**src/rtl/game_pkg.sv**
```systemverilog
// Shared game-level types and constants for the turn scheduler
// and the renderer controller.
package game_pkg;

  localparam int START_X   = 20;
  localparam int TILE_PX   = 60;
  localparam int FLAG_TILE = 10;
  localparam int FLAG_X    = 620;

  typedef enum logic [1:0] {
    S_IDLE,
    S_ISSUE,
    S_WAIT_DONE,
    S_GAME_OVER
  } sched_state_t;

  typedef enum logic [1:0] {
    RND_IDLE,
    RND_LOAD,
    RND_ANIM,
    RND_DONE
  } render_state_t;

  function automatic logic [9:0] tile_to_px(
    input logic [3:0] tile,
    input int         start_x,
    input int         tile_px
  );
    return 10'(start_x + int'(tile) * tile_px);
  endfunction

endpackage

```
**src/rtl/turn_scheduler.sv**
```systemverilog
// Two-player turn sequencer: takes move requests, tracks tiles,
// hands one target per turn to the renderer and waits for it.
module turn_scheduler #(
  parameter int START_X        = game_pkg::START_X,
  parameter int TILE_PX        = game_pkg::TILE_PX,
  parameter int FLAG_TILE      = game_pkg::FLAG_TILE,
  parameter int TIMEOUT_CYCLES = 200000
) (
  input  logic       clk,
  input  logic       rst_n,
  input  logic       move_req,
  input  logic [1:0] move_steps,
  input  logic       new_game,
  input  logic       turn_done,
  output logic       pos_valid,
  output logic       active_player,
  output logic [9:0] player1_pos_x,
  output logic [9:0] player2_pos_x,
  output logic       busy,
  output logic       game_over,
  output logic       winner,
  output logic       req_dropped,
  output logic       timeout_err
);
  import game_pkg::*;

  localparam int CW = (TIMEOUT_CYCLES > 1) ? $clog2(TIMEOUT_CYCLES) : 1;
  localparam logic [CW-1:0] TO_LAST = CW'(TIMEOUT_CYCLES - 1);
  localparam logic [3:0] FLAG = 4'(FLAG_TILE);
  localparam logic [9:0] PX0 = 10'(START_X);

  sched_state_t  state;
  logic [3:0]    tile1;
  logic [3:0]    tile2;
  logic [CW-1:0] to_cnt;

  logic [3:0] act_tile;
  logic [4:0] sum;
  logic [3:0] next_tile;
  logic       finish;

  always_comb begin
    act_tile  = active_player ? tile2 : tile1;
    sum       = {1'b0, act_tile} + {3'b000, move_steps};
    next_tile = (sum > {1'b0, FLAG}) ? FLAG : sum[3:0];
    finish    = turn_done || (to_cnt == TO_LAST);
  end

  always_ff @(posedge clk or negedge rst_n) begin
    if (!rst_n) begin
      state         <= S_IDLE;
      tile1         <= '0;
      tile2         <= '0;
      to_cnt        <= '0;
      player1_pos_x <= PX0;
      player2_pos_x <= PX0;
      active_player <= 1'b0;
      pos_valid     <= 1'b0;
      busy          <= 1'b0;
      game_over     <= 1'b0;
      winner        <= 1'b0;
      req_dropped   <= 1'b0;
      timeout_err   <= 1'b0;
    end else begin
      pos_valid   <= 1'b0;
      req_dropped <= 1'b0;
      if (new_game) begin
        state         <= S_IDLE;
        tile1         <= '0;
        tile2         <= '0;
        to_cnt        <= '0;
        player1_pos_x <= PX0;
        player2_pos_x <= PX0;
        active_player <= 1'b0;
        busy          <= 1'b0;
        game_over     <= 1'b0;
        winner        <= 1'b0;
        timeout_err   <= 1'b0;
      end else begin
        unique case (state)
          S_IDLE: begin
            if (move_req) begin
              if (move_steps == 2'd0) begin
                req_dropped <= 1'b1;
              end else begin
                if (active_player) begin
                  tile2         <= next_tile;
                  player2_pos_x <= tile_to_px(next_tile, START_X, TILE_PX);
                end else begin
                  tile1         <= next_tile;
                  player1_pos_x <= tile_to_px(next_tile, START_X, TILE_PX);
                end
                busy  <= 1'b1;
                state <= S_ISSUE;
              end
            end
          end
          S_ISSUE: begin
            req_dropped <= move_req;
            pos_valid   <= 1'b1;
            to_cnt      <= '0;
            state       <= S_WAIT_DONE;
          end
          S_WAIT_DONE: begin
            req_dropped <= move_req;
            if (finish) begin
              // a real turn_done wins over a simultaneous expiry
              if (!turn_done) timeout_err <= 1'b1;
              busy <= 1'b0;
              if (act_tile == FLAG) begin
                game_over <= 1'b1;
                winner    <= active_player;
                state     <= S_GAME_OVER;
              end else begin
                active_player <= ~active_player;
                state         <= S_IDLE;
              end
            end else begin
              to_cnt <= to_cnt + 1'b1;
            end
          end
          S_GAME_OVER: begin
            req_dropped <= move_req;
          end
        endcase
      end
    end
  end

endmodule

```
**config.mk**
```make
export PLATFORM = sky130hd
export DESIGN_NAME = turn_scheduler
export DESIGN_NICKNAME = d
export VERILOG_FILES = /design/src/rtl/game_pkg.sv /design/src/rtl/turn_scheduler.sv
export SDC_FILE = /design/constraint.sdc
export NUM_CORES = 1
export LEC_CHECK = 0
export BUFFER_PORTS_ARGS = -buffer_cell sky130_fd_sc_hd__buf_2
export CAP_MARGIN = 20
export CORE_ASPECT_RATIO = 0.7
export CORE_UTILIZATION = 54
export DETAILED_ROUTE_END_ITERATION = 7
export PLACE_DENSITY = 0.77
export REMOVE_ABC_BUFFERS = 1
export SETUP_SLACK_MARGIN = 0.05
export SLEW_MARGIN = 20
export SYNTH_ARGS = -nofsm -noshare
export SYNTH_HDL_FRONTEND = slang
export SYNTH_SLANG_ARGS = --single-unit
```
**constraint.sdc**
```tcl
create_clock -name clk -period 4.7 [get_ports clk]
set_input_delay 0.94 -clock clk [delete_from_list [all_inputs] [get_ports clk]]
set_output_delay 0.94 -clock clk [all_outputs]
set_load 0.01 [all_outputs]
```
After elaboration in Yosys (flattened, before gate mapping)

Index checks and enable logic that the tools add are counted.

Word-level logic and storage cells: 111
Register bits: 55
Input bits: 7
Output and inout port bits: 27

Magnitude comparators: 1
Mux-type cells: 58
Multiply operators: 1
Equal/unequal tests: 13
Add/subtract/negate cells: 3
Reduce and logical (&&, ||, !) cells: 21
Bitwise operators: 1

Operators with widths:

| kind                                                          | count |
|---|---|
| 2-to-1 mux 10 bit                                             | 10 |
| 2-to-1 mux 4 bit                                              | 12 |
| 2-to-1 mux 18 bit                                             | 2 |
| one-hot mux 18 bit (2 select lines)                           | 1 |
| 2-to-1 mux 1 bit                                              | 25 |
| adder 18 x 1 -> 18 bit, second input constant                 | 1 |
| == test 18 bit, second input constant                         | 1 |
| AND reduction 4 bit                                           | 4 |
| != test 3 bit, second input constant                          | 4 |
| nonzero test 2 bit                                            | 6 |
| adder 5 x 10 -> 10 bit, first input constant                  | 1 |
| 2-to-1 mux 2 bit                                              | 5 |
| AND reduction 3 bit                                           | 3 |
| multiplier 4 x 4 -> 8 bit, second input constant              | 1 |
| != test 2 bit, second input constant                          | 4 |
| one-hot mux 2 bit (3 select lines)                            | 1 |
| nonzero test 3 bit                                            | 2 |
| adder 4 x 2 -> 5 bit                                          | 1 |
| greater-than comparator 5 x 4 -> 1 bit, second input constant | 1 |
| == test 2 bit, second input constant                          | 2 |
| == test 4 bit, second input constant                          | 1 |
| zero test 2 bit                                               | 2 |
| one-hot mux 1 bit (2 select lines)                            | 2 |
| nonzero test 4 bit                                            | 1 |
| other kinds (5)                                               | 5 |

Depth between registers and ports, before layout

Gate-level depths: netlist (run 1).

Depth after elaboration: 11
Depth in mapped cells: 18
Mapped depth without buffers: 16

Least setup slack after synthesis (run 1)

Ideal clock, no wire load.

Path type: register -> register
Start: reg active_player
End: reg player1_pos_x[9]
Buffers on the path: 1
Arrival: 5.006 ns
Library setup time: 0.125 ns
Clock period less this slack: 5.131 ns
Cell stages (with the launch flop): 18
Path slack: -0.431 ns
Data required time: 4.575 ns
Cell sequence: dfrtp_1 -> buf_6 -> mux2_2 -> ha_1 -> fa_1 -> a21oi_1 -> nor2_1 -> a211oi_1 -> a21oi_1 -> ha_1 -> fa_1 -> inv_1 -> fa_1 -> xor2_1 -> or2_2 -> nor3_1 -> a311o_1 -> nand3_1

Cells in the longest elaborated chain, start to end: 11
Elaborated cells between the ends (all ways): 13
Those cells by class: 2 x add/sub; 1 x mul; 1 x order compare; 1 x eq/ne; 7 x mux; 1 x reduce/logical

RTL lines:

| item                                   | line                  | RTL |
|---|---|---|
| start, declared                        | turn_scheduler.sv:16  | `output logic active_player,` |
| start signal, assigned                 | turn_scheduler.sv:115 | `active_player <= ~active_player;` |
| 2-to-1 mux 4 bit                       | turn_scheduler.sv:43  | `act_tile = active_player ? tile2 : tile1;` |
| adder 4 x 2 -> 5 bit                   | turn_scheduler.sv:44  | `sum = {1'b0, act_tile} + {3'b000, move_steps};` |
| greater-than comparator 5 x 4 -> 1 bit | turn_scheduler.sv:45  | `next_tile = (sum > {1'b0, FLAG}) ? FLAG : sum[3:0];` |
| 2-to-1 mux 4 bit                       | turn_scheduler.sv:45  |  |
| multiplier 4 x 4 -> 8 bit              | game_pkg.sv:29        | `return 10'(start_x + int'(tile) * tile_px);` |
| adder 5 x 10 -> 10 bit                 | game_pkg.sv:29        |  |
| 2-to-1 mux 10 bit                      | turn_scheduler.sv:86  | `if (active_player) begin` |
| 2-to-1 mux 10 bit                      | turn_scheduler.sv:83  | `if (move_steps == 2'd0) begin` |
| 2-to-1 mux 10 bit                      | turn_scheduler.sv:82  | `if (move_req) begin` |
| 2-to-1 mux 10 bit                      | turn_scheduler.sv:80  | `unique case (state)` |
| 2-to-1 mux 10 bit                      | turn_scheduler.sv:67  | `if (new_game) begin` |
| end signal, assigned                   | turn_scheduler.sv:91  | `player1_pos_x <= tile_to_px(next_tile, START_X, TILE_PX);` |
| end, declared                          | turn_scheduler.sv:17  | `output logic [9:0] player1_pos_x,` |

Several ways; a longest one is shown, not always the timed one. The select of a mux whose other input is x is not followed.
A chain may end at the register's enable or synchronous reset.

Final worst setup path (run 1)

Start: reg active_player
End: reg player2_pos_x[8]

Cells in the longest elaborated chain, start to end: 11
Elaborated cells between the ends (all ways): 13
Those cells by class: 2 x add/sub; 1 x mul; 1 x order compare; 7 x mux; 2 x reduce/logical

RTL lines:

| item                                   | line                 | RTL |
|---|---|---|
| 2-to-1 mux 4 bit                       | turn_scheduler.sv:43 |  |
| adder 4 x 2 -> 5 bit                   | turn_scheduler.sv:44 |  |
| greater-than comparator 5 x 4 -> 1 bit | turn_scheduler.sv:45 |  |
| 2-to-1 mux 4 bit                       | turn_scheduler.sv:45 |  |
| multiplier 4 x 4 -> 8 bit              | game_pkg.sv:29       |  |
| adder 5 x 10 -> 10 bit                 | game_pkg.sv:29       |  |
| 2-to-1 mux 10 bit                      | turn_scheduler.sv:86 |  |
| 2-to-1 mux 10 bit                      | turn_scheduler.sv:83 |  |
| 2-to-1 mux 10 bit                      | turn_scheduler.sv:82 |  |
| 2-to-1 mux 10 bit                      | turn_scheduler.sv:80 |  |
| 2-to-1 mux 10 bit                      | turn_scheduler.sv:67 |  |
| end signal, assigned                   | turn_scheduler.sv:88 | `player2_pos_x <= tile_to_px(next_tile, START_X, TILE_PX);` |
| end, declared                          | turn_scheduler.sv:18 | `output logic [9:0] player2_pos_x,` |

Several ways; a longest one is shown, not always the timed one. The select of a mux whose other input is x is not followed.

==> results.md, run 1 <==
- DR vias: 2939
- Post-synth cell types: between 70 and 80
- Critical path origin: active_player$_DFFE_PN0P_
- Nets: 436
- Vias in the first global route: 2686
- GP Congestion: 0.880
- Worst setup slack after placement: -307 ps
- Final hold vios: 0
- I/O pin count: 34
- Critical path arrival: 4760 ps
- Ant. Diodes: 0
- Initial antenna violation count: 0
- FF-to-FF Start: active_player$_DFFE_PN0P_
- Final setup vio count: 0
- First-pass GRT wire length: ~13000 um
- Crit path buf inv count: 2
- Initial DRC Count: 220
- Worst path slowest cell: fa_1
- Cell family with most CP delay: adder cells
- Fmax: around 220 MHz
- Power Density: between 800 and 900 nW/um^2
- Clock slew at reported path FFs: 100 ps
- #FFs+latches synth: 49
- Core area: roughly 6000 sq um
- Reg2Reg Depth: 17
- Main synth FF type: dfrtp_1
- Maximum VDD drop: about 460 uV
- Grt ovf: 0
- ANT nets after route: 0
- Critical path launch point type: register
- DIE HEIGHT: a little under 70 um
- Synth top cells by count: 45 x dfrtp_1, 41 x nand2_1, 23 x a21oi_1, 23 x nor2_1, 19 x inv_1
- Post-synthesis cell area: around 3400 sq um
- Clock power frac: 8.6%
- Sw Ratio: a little under half
- Int Pwr: 0.00169 W
- Die X: 96.9 um
- Max stage delay on crit path: ~570 ps
- Number of synthesized flops with an enable pin: 0
- Max-slew headroom: 29.1%
- Hold path startpoint: player1_pos_x[6]$_DFFE_PN0P_
- Crit-path max FO: 8
- Initial core utilization: 57.7%
- Clk_lat worst skew: between 300 and 400 ps
- Layout cell share with drive strength beyond 1: a little over a quarter
- Terminus of the critical flop-to-flop path: player2_pos_x[8]$_DFFE_PN0P_
- Clk buf depth: 2
- Synthesis warning total: 0
- Die ar.: 6630 sq um
- Reg area: 1230 sq um
- Hold path depth: 2
- Critical path capture point type: register
- Most common cell on crit path: fa_2
- Final core utilization: ~67%
- Most common cell in the netlist: dfrtp_1
- Hold crit path type: reg2reg
- Number of I/O port buffers: 29
- Comb pwr share: 74.4%
- Synth-to-Final Area Change: 16.2%
- Drt total wl: between 8000 and 9000 um
- Post-DP HPWL: 5960 um
- CP Class: reg2reg
- Status: complete, no violations
- Syn Area/Cell: 9.51 sq um
- Sequential area share after synthesis: between 30% and 40%
- Pins Over Slew Limit: 0
- Final Instance Area: 3960 sq um
- # rows: 23
- CTS sink count: 49
- Leakage: 1.80 nW
- Hold Path End: player1_pos_x[6]$_DFFE_PN0P_
- Fin crit share: 96.4%
- Area of the multi-input gates: 2110 sq um
- Worst Tran Pin Value: 1060 ps
- Post-DP Area: roughly 3700 sq um
- H-tree Lvls: 2
- CP Cell Sequence: mux2_4 -> ha_4 -> fa_2 -> nor4_4 -> or2_1 -> and3_4 -> a21oi_1 -> ha_1 -> fa_1 -> inv_2 -> fa_2 -> nand2b_4 -> a21oi_2 -> xor2_1 -> buf_4 -> or3_1 -> o211ai_1
- Total track usage: about a quarter
- Yosys top cell area share: 33.1%
- Net switching power: 0.00150 W
- CP required: 4930 ps
- Seq pwr share: approximately 17%
- Largest net degree at the start of global routing: 50
- Filler cell count: between 400 and 500
- Post-synth top area cell: dfrtp_1
- Num CTS Buffers: 5
- DRC viols: 0
- Maxcap violations: 0
- Clk_skew: 10.5 ps
- Vias/cell: 6.08
- Root Buffer: clkbuf_8
- Share of flip-flops with an asynchronous set or reset: 100%
- Flop2flop setup slack: 170 ps
- Tmin final: 4530 ps
- Largest cells by area after synthesis: dfrtp_1 33%, ha_1 6.2%, nand2_1 4.5%
- Synth Instances: 358
- Drt wl/cell: approximately 17 um
- RSZ-0062 raised after global routing: true
- Total power: 0.00320 W
- Worst Setup Slack, final: roughly 170 ps
- Drt pass-1 iters: 4
- TritonCTS clock tree: yes
power groups by stage:
stage	clock network, W	registers, W	logic, W
final	0.000274	0.000543	0.00238
after global routing	0.000295	0.000551	0.00260
after CTS	0.000278	0.000543	0.00210
after detailed placement	0	0.000551	0.00208
after global placement	0	0.000546	0.00203
after floorplan	0	0.000567	0.00135
how the worst max path moves through the flow:
| stage | endpoint | cells after the start |
|---|---|---|
| 2_1_floorplan | player1_pos_x[9]$_DFFE_PN0P_ | 16 |
| 3_5_place_dp | player2_pos_x[9]$_DFFE_PN0P_ | 17 |
| 6_report | player2_pos_x[8]$_DFFE_PN0P_ | 17 |
| 5_1_grt | player2_pos_x[8]$_DFFE_PN0P_ | 17 |
| 3_3_place_gp | player1_pos_x[9]$_DFFE_PN0P_ | 17 |
| 4_1_cts | player2_pos_x[8]$_DFFE_PN0P_ | 17 |
tightest hold or removal path, stage by stage (launching register included):
cell     delay, ps
dfrtp_1        350
nand2_1         50
o31ai_1         50
final cells by class:
type                            instances  area share [%]
Multi-Input combinational cell        275            53.3
Sequential cell                        49            31.1
Timing Repair Buffer                   57            8.98
Tap cell                               75            2.37
Clock buffer                            6            2.09
Inverter                               19            1.80
Clock inverter                          2           0.411
kinds of logic (layout without fill, tap and decap cells):
logic type	Yosys count	in the layout	share of synthesized area (%)
compound gates	91	91	19.0
xor+xnor	10	10	2.57
fa+ha+maj	22	22	9.18
buf+inv	37	84	5.55
flops	49	49	36.1
mux	8	8	3.34
other cells	1	4	0.110
simple gates	140	140	24.1
state kept, by name (all words and copies together), names as in the netlist:
| name | count |
|---|---|
| to_cnt | 18 |
| active_player | 1 |
| winner | 1 |
| pos_valid | 1 |
| game_over | 1 |
| player1_pos_x | 8 |
| player2_pos_x | 8 |
| tile2 | 3 |
| timeout_err | 1 |
| state | 2 |
| req_dropped | 1 |
| busy | 1 |
| tile1 | 3 |
what timing repair did:
| action | CTS | global route |
|---|---|---|
| gates resized for setup | 1 | 19 |
| hold buffers | 0 | 0 |
| pin swaps | 1 | 13 |
| endpoints found under the setup margin | 4 | 6 |
| setup buffers | 0 | 4 |
per-layer routing:
layer	vias to the layer above	share of wire, %	global-route usage (%)
li1	1405	-	-
met1	1417	50	37.5
met2	110	43	39.1
met3	7	7.0	5.62
met4	0	0.33	5.04
met5	-	0	0
metrics by stage:
step	cells	setup TNS, ps	hold WS [ps]
after floorplan	343	-1940	440
after global placement	471	-728	456
after detailed placement	471	-1330	461
after CTS	479	0	489
after global routing	483	0	517
final	483	0	487
placed cells by master (no fill, tap or decap), drive strengths merged, types with 5 or more instances in the layout:
| master | netlist | final |
|---|---|---|
| buf | 11 | 57 |
| dfrtp | 45 | 45 |
| nand2 | 41 | 41 |
| a21oi | 24 | 24 |
| nor2 | 23 | 23 |
| inv | 19 | 20 |
| ha | 17 | 17 |
| nand3 | 16 | 16 |
| o21ai | 15 | 15 |
| nor4 | 9 | 9 |
| nand4 | 8 | 8 |
| o31ai | 8 | 8 |
| xor2 | 6 | 6 |
| or3 | 6 | 6 |
| o211ai | 6 | 6 |
| clkbuf | 7 | 6 |
| nor2b | 5 | 5 |
| and3 | 5 | 5 |
| nor3 | 5 | 5 |
| fa | 5 | 5 |
(Power assumes the default switching activity.)
==> inputs of run 2 (changes only) <==
Settings changed: CORE_UTILIZATION 54 to 23, PLACE_DENSITY 0.77 to not set.
==> results.md, run 2 (synthesized netlist as in run 1, its figures left out) <==
- Hold_buf cts: 0 (unchanged)
- Flop2flop setup slack: 250 ps (+80 ps)
- Fin crit share: 94.8% (-1.6 points)
- Max FFs per register: 18 (unchanged)
- Maxcap violations: 0 (unchanged)
- Drt pass-1 iters: 5 (+1)
- Clk_skew: 4.99 ps (-5.52 ps)
- Most common cell after layout, fill and taps aside: dfrtp_1
- Post-Route Setup TNS: 0 ps (unchanged)
- DRC viols: 0 (unchanged)
- Core area: 14200 sq um (+140%)
- Post-DP HPWL: 6580 um (+10%)
- RSZ-0062 raised after global routing: true
- Pins Over Slew Limit: 0 (unchanged)
- Maximum VDD drop: 553 uV (+19%)
- Worst Tran Pin Value: 1050 ps (-11.5 ps)
- Worst Hold Margin: 484 ps (-2.84 ps)
- Final core utilization: 29.3% (-38 points)
- GP Congestion: 0.841 (-4.3%)
- Commonest non-fill, non-tap cells in the layout: 45 x dfrtp_1, 41 x nand2_1, 30 x buf_4, 28 x buf_2, 23 x nor2_1
- First-pass GRT wire length: 14800 um (+11%)
- Critical path arrival: 4680 ps (-80 ps)
- Drt wl/cell: 14.8 um (-12%)
- Root Buffer: clkbuf_16
- Ant. Diodes: 0 (unchanged)
- Critical path launch point type: register
- DIE HEIGHT: 104 um (+52%)
- Layout cell share with drive strength beyond 1: 26.4% (-0.065 points)
- Crit-path max FO: 4 (-4)
- Die ar.: 15300 sq um (+130%)
- Final hold vios: 0 (unchanged)
- H-tree Lvls: 2 (unchanged)
- Hold crit path type: reg2reg
- Drt total wl: 8860 um (+8.8%)
- Most common cell on crit path: buf_4
- Total track usage: 12.0% (-14 points)
- Initial core utilization: 24.0% (-34 points)
- Vias/cell: 4.88 (-20%)
- Tmin final: 4450 ps (-76.0 ps)
- Initial antenna violation count: 0 (unchanged)
- Status: complete, no violations
- Largest net degree at the start of global routing: 50 (unchanged)
- Max stage delay on crit path: 490 ps (-80 ps)
- Num CTS Buffers: 5 (unchanged)
- Worst path slowest cell: fa_1
- Power Density: 795 nW/um^2 (-1.5%)
- Reg2Reg Depth: 21 (+4)
- I/O pin count: 34 (unchanged)
- Clk buf depth: 2 (unchanged)
- TritonCTS clock tree: yes
- ANT nets after route: 0 (unchanged)
- Nets: 437 (+0.23%)
- Clk_lat worst skew: 290 ps (-20 ps)
- Filler cell count: 1476 (+220%)
- Max-slew headroom: 29.9% (+0.77 points)
- Initial DRC Count: 255 (+16%)
- Fmax: 225 MHz (+1.7%)
- Post-CTS Setup Inserts: 0 (unchanged)
- Vias in the first global route: 2912 (+8.4%)
- CP required: 4930 ps (about the same)
- CP Cell Sequence: buf_4 -> mux2_2 -> ha_1 -> a21oi_4 -> nor4_4 -> or2_1 -> buf_4 -> nand3_4 -> inv_2 -> buf_4 -> fa_1 -> inv_1 -> ha_1 -> ha_4 -> o21a_1 -> buf_4 -> and2_1 -> buf_4 -> nor4_1 -> o21ai_0 -> nand3_1
- Post-DP Area: 3900 sq um (+4.9%)
- DR vias: 2926 (-0.44%)
- Final setup vio count: 0 (unchanged)
- Grt ovf: 0 (unchanged)
- Synth-to-Final Area Change: 22.0%
- Final Instance Area: 4160 sq um (+5.0%)
- Largest Register: to_cnt
- Leakage: 1.82 nW (+1.3%)
- CTS sink count: 49 (unchanged)
- Number of I/O port buffers: 29 (unchanged)
- CP Class: reg2reg
- Hold path depth: 2 (unchanged)
- # rows: 36 (+57%)
- Clock slew at reported path FFs: 70 ps (-30 ps)
- Top flop regs: to_cnt: 18 flops, player1_pos_x: 8 flops, player2_pos_x: 8 flops
- Critical path capture point type: register
- Die X: 147 um (+52%)
run 2: cell count changes in the layout (fill, tap and decap cells not counted), sizes merged:
cell,before,now
buf,57,58
clkbuf,6,5
inv,20,19
clkinvlp,1,0
clkinv,0,3
run 2: critical path: cells and delay by family, from the launching register on:
family	cells	cell delay, ps
AO/OA/AOI/OAI	3	570
buffers and inverters	7	820
adder cells (fa/ha/maj)	4	1410
flip-flops	1	370
multiplexers	1	370
AND/OR/NAND/NOR	6	860
run 2: final cells by class:
class	count	area [sq um]	area share, %
inverter	19	71.3	1.72
tap	190	238	5.72
clock inverter	3	33.8	0.813
clock buffer	5	125	3.01
sequential	49	1230	29.6
timing repair buffer	58	365	8.79
multi-input combinational	275	2090	50.3
run 2: through the flow:
step	power (W)	instances	worst slack (ps)
final	0.00330	599	246
after global routing	0.00362	599	19.3
after CTS	0.00314	599	62.3
after detailed placement	0.00274	591	-265
after global placement	0.00271	591	-189
after floorplan	0.00192	343	-474
run 2: report_power, final:
group	internal [W]	leakage (nW)	switching [W]
combinational	0.00111	1.09	0.00127
clock	0.000204	0.0767	0.000176
sequential	0.000501	0.658	0.0000420
total	0.00182	1.82	0.00149
run 2: path summary, 6_finish.rpt:
| kind | to | from |
|---|---|---|
| hold / removal | player1_pos_x[6]$_DFFE_PN0P_ | player1_pos_x[6]$_DFFE_PN0P_ |
| max in group asynchronous | player1_pos_x[3]$_DFFE_PN0P_ | rst_n |
| setup reg to reg | player2_pos_x[7]$_DFFE_PN0P_ | active_player$_DFFE_PN0P_ |
| min in group asynchronous | to_cnt[12]$_DFFE_PN0P_ | rst_n |
| setup / recovery | player2_pos_x[7]$_DFFE_PN0P_ | active_player$_DFFE_PN0P_ |
| hold reg to reg | player1_pos_x[6]$_DFFE_PN0P_ | player1_pos_x[6]$_DFFE_PN0P_ |
run 2: routing by layer:
layer | vias to the layer above | track usage [%] | wire [um] | share of wire, %
met2 | 55 | 18.0 | 3800 | 43
li1 | 1409 | - | - | -
met4 | 0 | 2.36 | 62 | 0.70
met5 | - | 0 | 0 | 0
met3 | 7 | 2.82 | 461 | 5.2
met1 | 1455 | 17.4 | 4540 | 51
run 2: repair_timing:
item	CTS	global route
setup endpoints to repair	4	8
pin swaps	1	6
gates resized for setup	0	16
==> inputs of run 3 (changes only) <==
Settings changed: GPL_TIMING_DRIVEN set to 0.
Clock period 4.7 ns to 4.55 ns, I/O delays scaled along.
==> results.md, run 3 (synthesized netlist as in run 1, its figures left out) <==
- Post-DP Area: 3690 sq um (-5.5%)
- CTS sink count: 49 (unchanged)
- Crit-path max FO: 5 (+1)
- Post-Route Setup TNS: 0 ps (unchanged)
- Vias in the first global route: 2928 (+0.55%)
- Final core utilization: 30.5% (+1.2 points)
- Die ar.: 15300 sq um (unchanged)
- Root Buffer: clkbuf_16
- Synth-to-Final Area Change: 27.0%
- Tmin final: 4450 ps (-4.88 ps)
- GP Congestion: 0.846 (+0.55%)
- Num CTS Buffers: 5 (unchanged)
- Total track usage: 12.3% (+0.28 points)
- Final Instance Area: 4330 sq um (+4.1%)
- Clk_skew: 4.33 ps (-0.663 ps)
- Nets: 433 (-0.92%)
- Leakage: 1.83 nW (+0.30%)
- Die X: 147 um (unchanged)
- Top flop regs: to_cnt: 18 flops, player1_pos_x: 8 flops, player2_pos_x: 8 flops
- Fmax: 225 MHz (+0.11%)
- DIE HEIGHT: 104 um (unchanged)
- ANT nets after route: 0 (unchanged)
- Max stage delay on crit path: 580 ps (+90 ps)
- DR vias: 2956 (+1.0%)
- Ant. Diodes: 0 (unchanged)
- Drt wl/cell: 16.0 um (+8.0%)
- Pins Over Slew Limit: 0 (unchanged)
- Max-slew headroom: 43.8% (+14 points)
- Critical path capture point type: register
- CP required: 4750 ps (-180 ps)
- Critical path launch point type: register
- Clk_lat worst skew: 290 ps (about the same)
- Max FFs per register: 18 (unchanged)
- Initial core utilization: 24.0% (unchanged)
- First-pass GRT wire length: 15100 um (+2.3%)
- Grt ovf: 0 (unchanged)
- Worst setup slack after placement: -1340 ps (-1080 ps)
- I/O pin count: 34 (unchanged)
- Layout cell share with drive strength beyond 1: 29.9% (+3.5 points)
- CP Cell Sequence: mux2_4 -> ha_4 -> fa_2 -> buf_4 -> a21oi_2 -> nor2_2 -> a211oi_4 -> a21oi_4 -> ha_4 -> fa_1 -> inv_1 -> fa_2 -> xor2_4 -> or2_4 -> nor3_4 -> nand2_1 -> o211ai_1
- Worst Setup Slack, final: 101 ps (-145 ps)
- Commonest non-fill, non-tap cells in the layout: 44 x dfrtp_1, 40 x nand2_1, 28 x buf_2, 24 x buf_4, 22 x nor2_1
- Largest net degree at the start of global routing: 50 (unchanged)
- Crit path buf inv count: 2 (-5)
- Fin crit share: 97.8% (+3.0 points)
- DRC viols: 0 (unchanged)
- Largest Register: to_cnt
- Clock slew at reported path FFs: 70 ps (about the same)
- Power Density: 888 nW/um^2 (+12%)
- Final setup vio count: 0 (unchanged)
- Status: complete, no violations
- H-tree Lvls: 2 (unchanged)
- RSZ-0062 raised after global routing: true
- Vias/cell: 4.97 (+1.7%)
- Core area: 14200 sq um (unchanged)
- Post-DP HPWL: 6270 um (-4.8%)
- Clk buf depth: 2 (unchanged)
- Initial antenna violation count: 0 (unchanged)
- Cell family with most CP delay: adder cells
- Hold_buf cts: 0 (unchanged)
- Initial DRC Count: 180 (-29%)
- Worst path slowest cell: fa_1
- Drt total wl: 9510 um (+7.3%)
- # rows: 36 (unchanged)
- Hold crit path type: reg2reg
- Most common cell after layout, fill and taps aside: dfrtp_1
- Number of I/O port buffers: 29 (unchanged)
- TritonCTS clock tree: yes
- Drt pass-1 iters: 4 (-1)
- Worst Hold Margin: 485 ps (+0.723 ps)
- Maxcap violations: 0 (unchanged)
- Critical path arrival: 4650 ps (-30 ps)
- Final hold vios: 0 (unchanged)
- CP Class: reg2reg
- Maximum VDD drop: 679 uV (+23%)
- Worst Tran Pin Value: 843 ps (-209 ps)
run 3: worst paths after layout:
| check | start | endpoint | slack, ps | cells past startpoint |
|---|---|---|---|---|
| max | active_player$_DFFE_PN0P_ | player1_pos_x[8]$_DFFE_PN0P_ | 100 | 17 |
| max in group asynchronous | rst_n | active_player$_DFFE_PN0P_ | 3440 | 1 |
| min | tile2[0]$_DFFE_PN0P_ | tile2[0]$_DFFE_PN0P_ | 480 | 2 |
| min in group asynchronous | rst_n | to_cnt[15]$_DFFE_PN0P_ | 630 | 1 |
| min reg2reg | tile2[0]$_DFFE_PN0P_ | tile2[0]$_DFFE_PN0P_ | 480 | 2 |
| max reg2reg | active_player$_DFFE_PN0P_ | player1_pos_x[8]$_DFFE_PN0P_ | 100 | 17 |
run 3: tightest hold or removal path: cells and delay by family (launching register included):
kind | cells | cell delay, ps
DFF | 1 | 350
and+or+nand+nor | 2 | 100
run 3: cell type report:
type / instances / area (sq um)
clock inverters: 3 / 68.8
inverters: 19 / 78.8
multi-input cells: 275 / 2240
repair buffers: 54 / 343
fillers: 1451 / 9860
well taps: 190 / 238
clock buffers: 5 / 125
flip-flops and latches: 49 / 1230
run 3: layer usage:
metal | vias up | track usage (%) | wire, um
met1 | 1467 | 17.9 | 4540
met4 | 0 | 3.68 | 151
li1 | 1390 | - | -
met5 | - | 0 | 0
met3 | 10 | 2.47 | 530
met2 | 89 | 17.9 | 4280
run 3: power breakdown:
part           switching, W  total [W]  internal [W]
clock              0.000174   0.000491      0.000317
sequential        0.0000466   0.000564      0.000518
combinational       0.00155    0.00279       0.00124
run 3: repair_timing:
action                     4_1_cts  5_1_grt
resized for setup               21       23
pin swaps                       13       18
setup buffers                    9       16
setup endpoints to repair       10        6
run 3: stage by stage:
| step | instances | power (W) |
|---|---|---|
| 3_5_place_dp | 562 | 0.00239 |
| 2_1_floorplan | 343 | 0.00198 |
| 6_report | 595 | 0.00384 |
| 4_1_cts | 579 | 0.00315 |
| 3_3_place_gp | 562 | 0.00234 |
| 5_1_grt | 595 | 0.00410 |
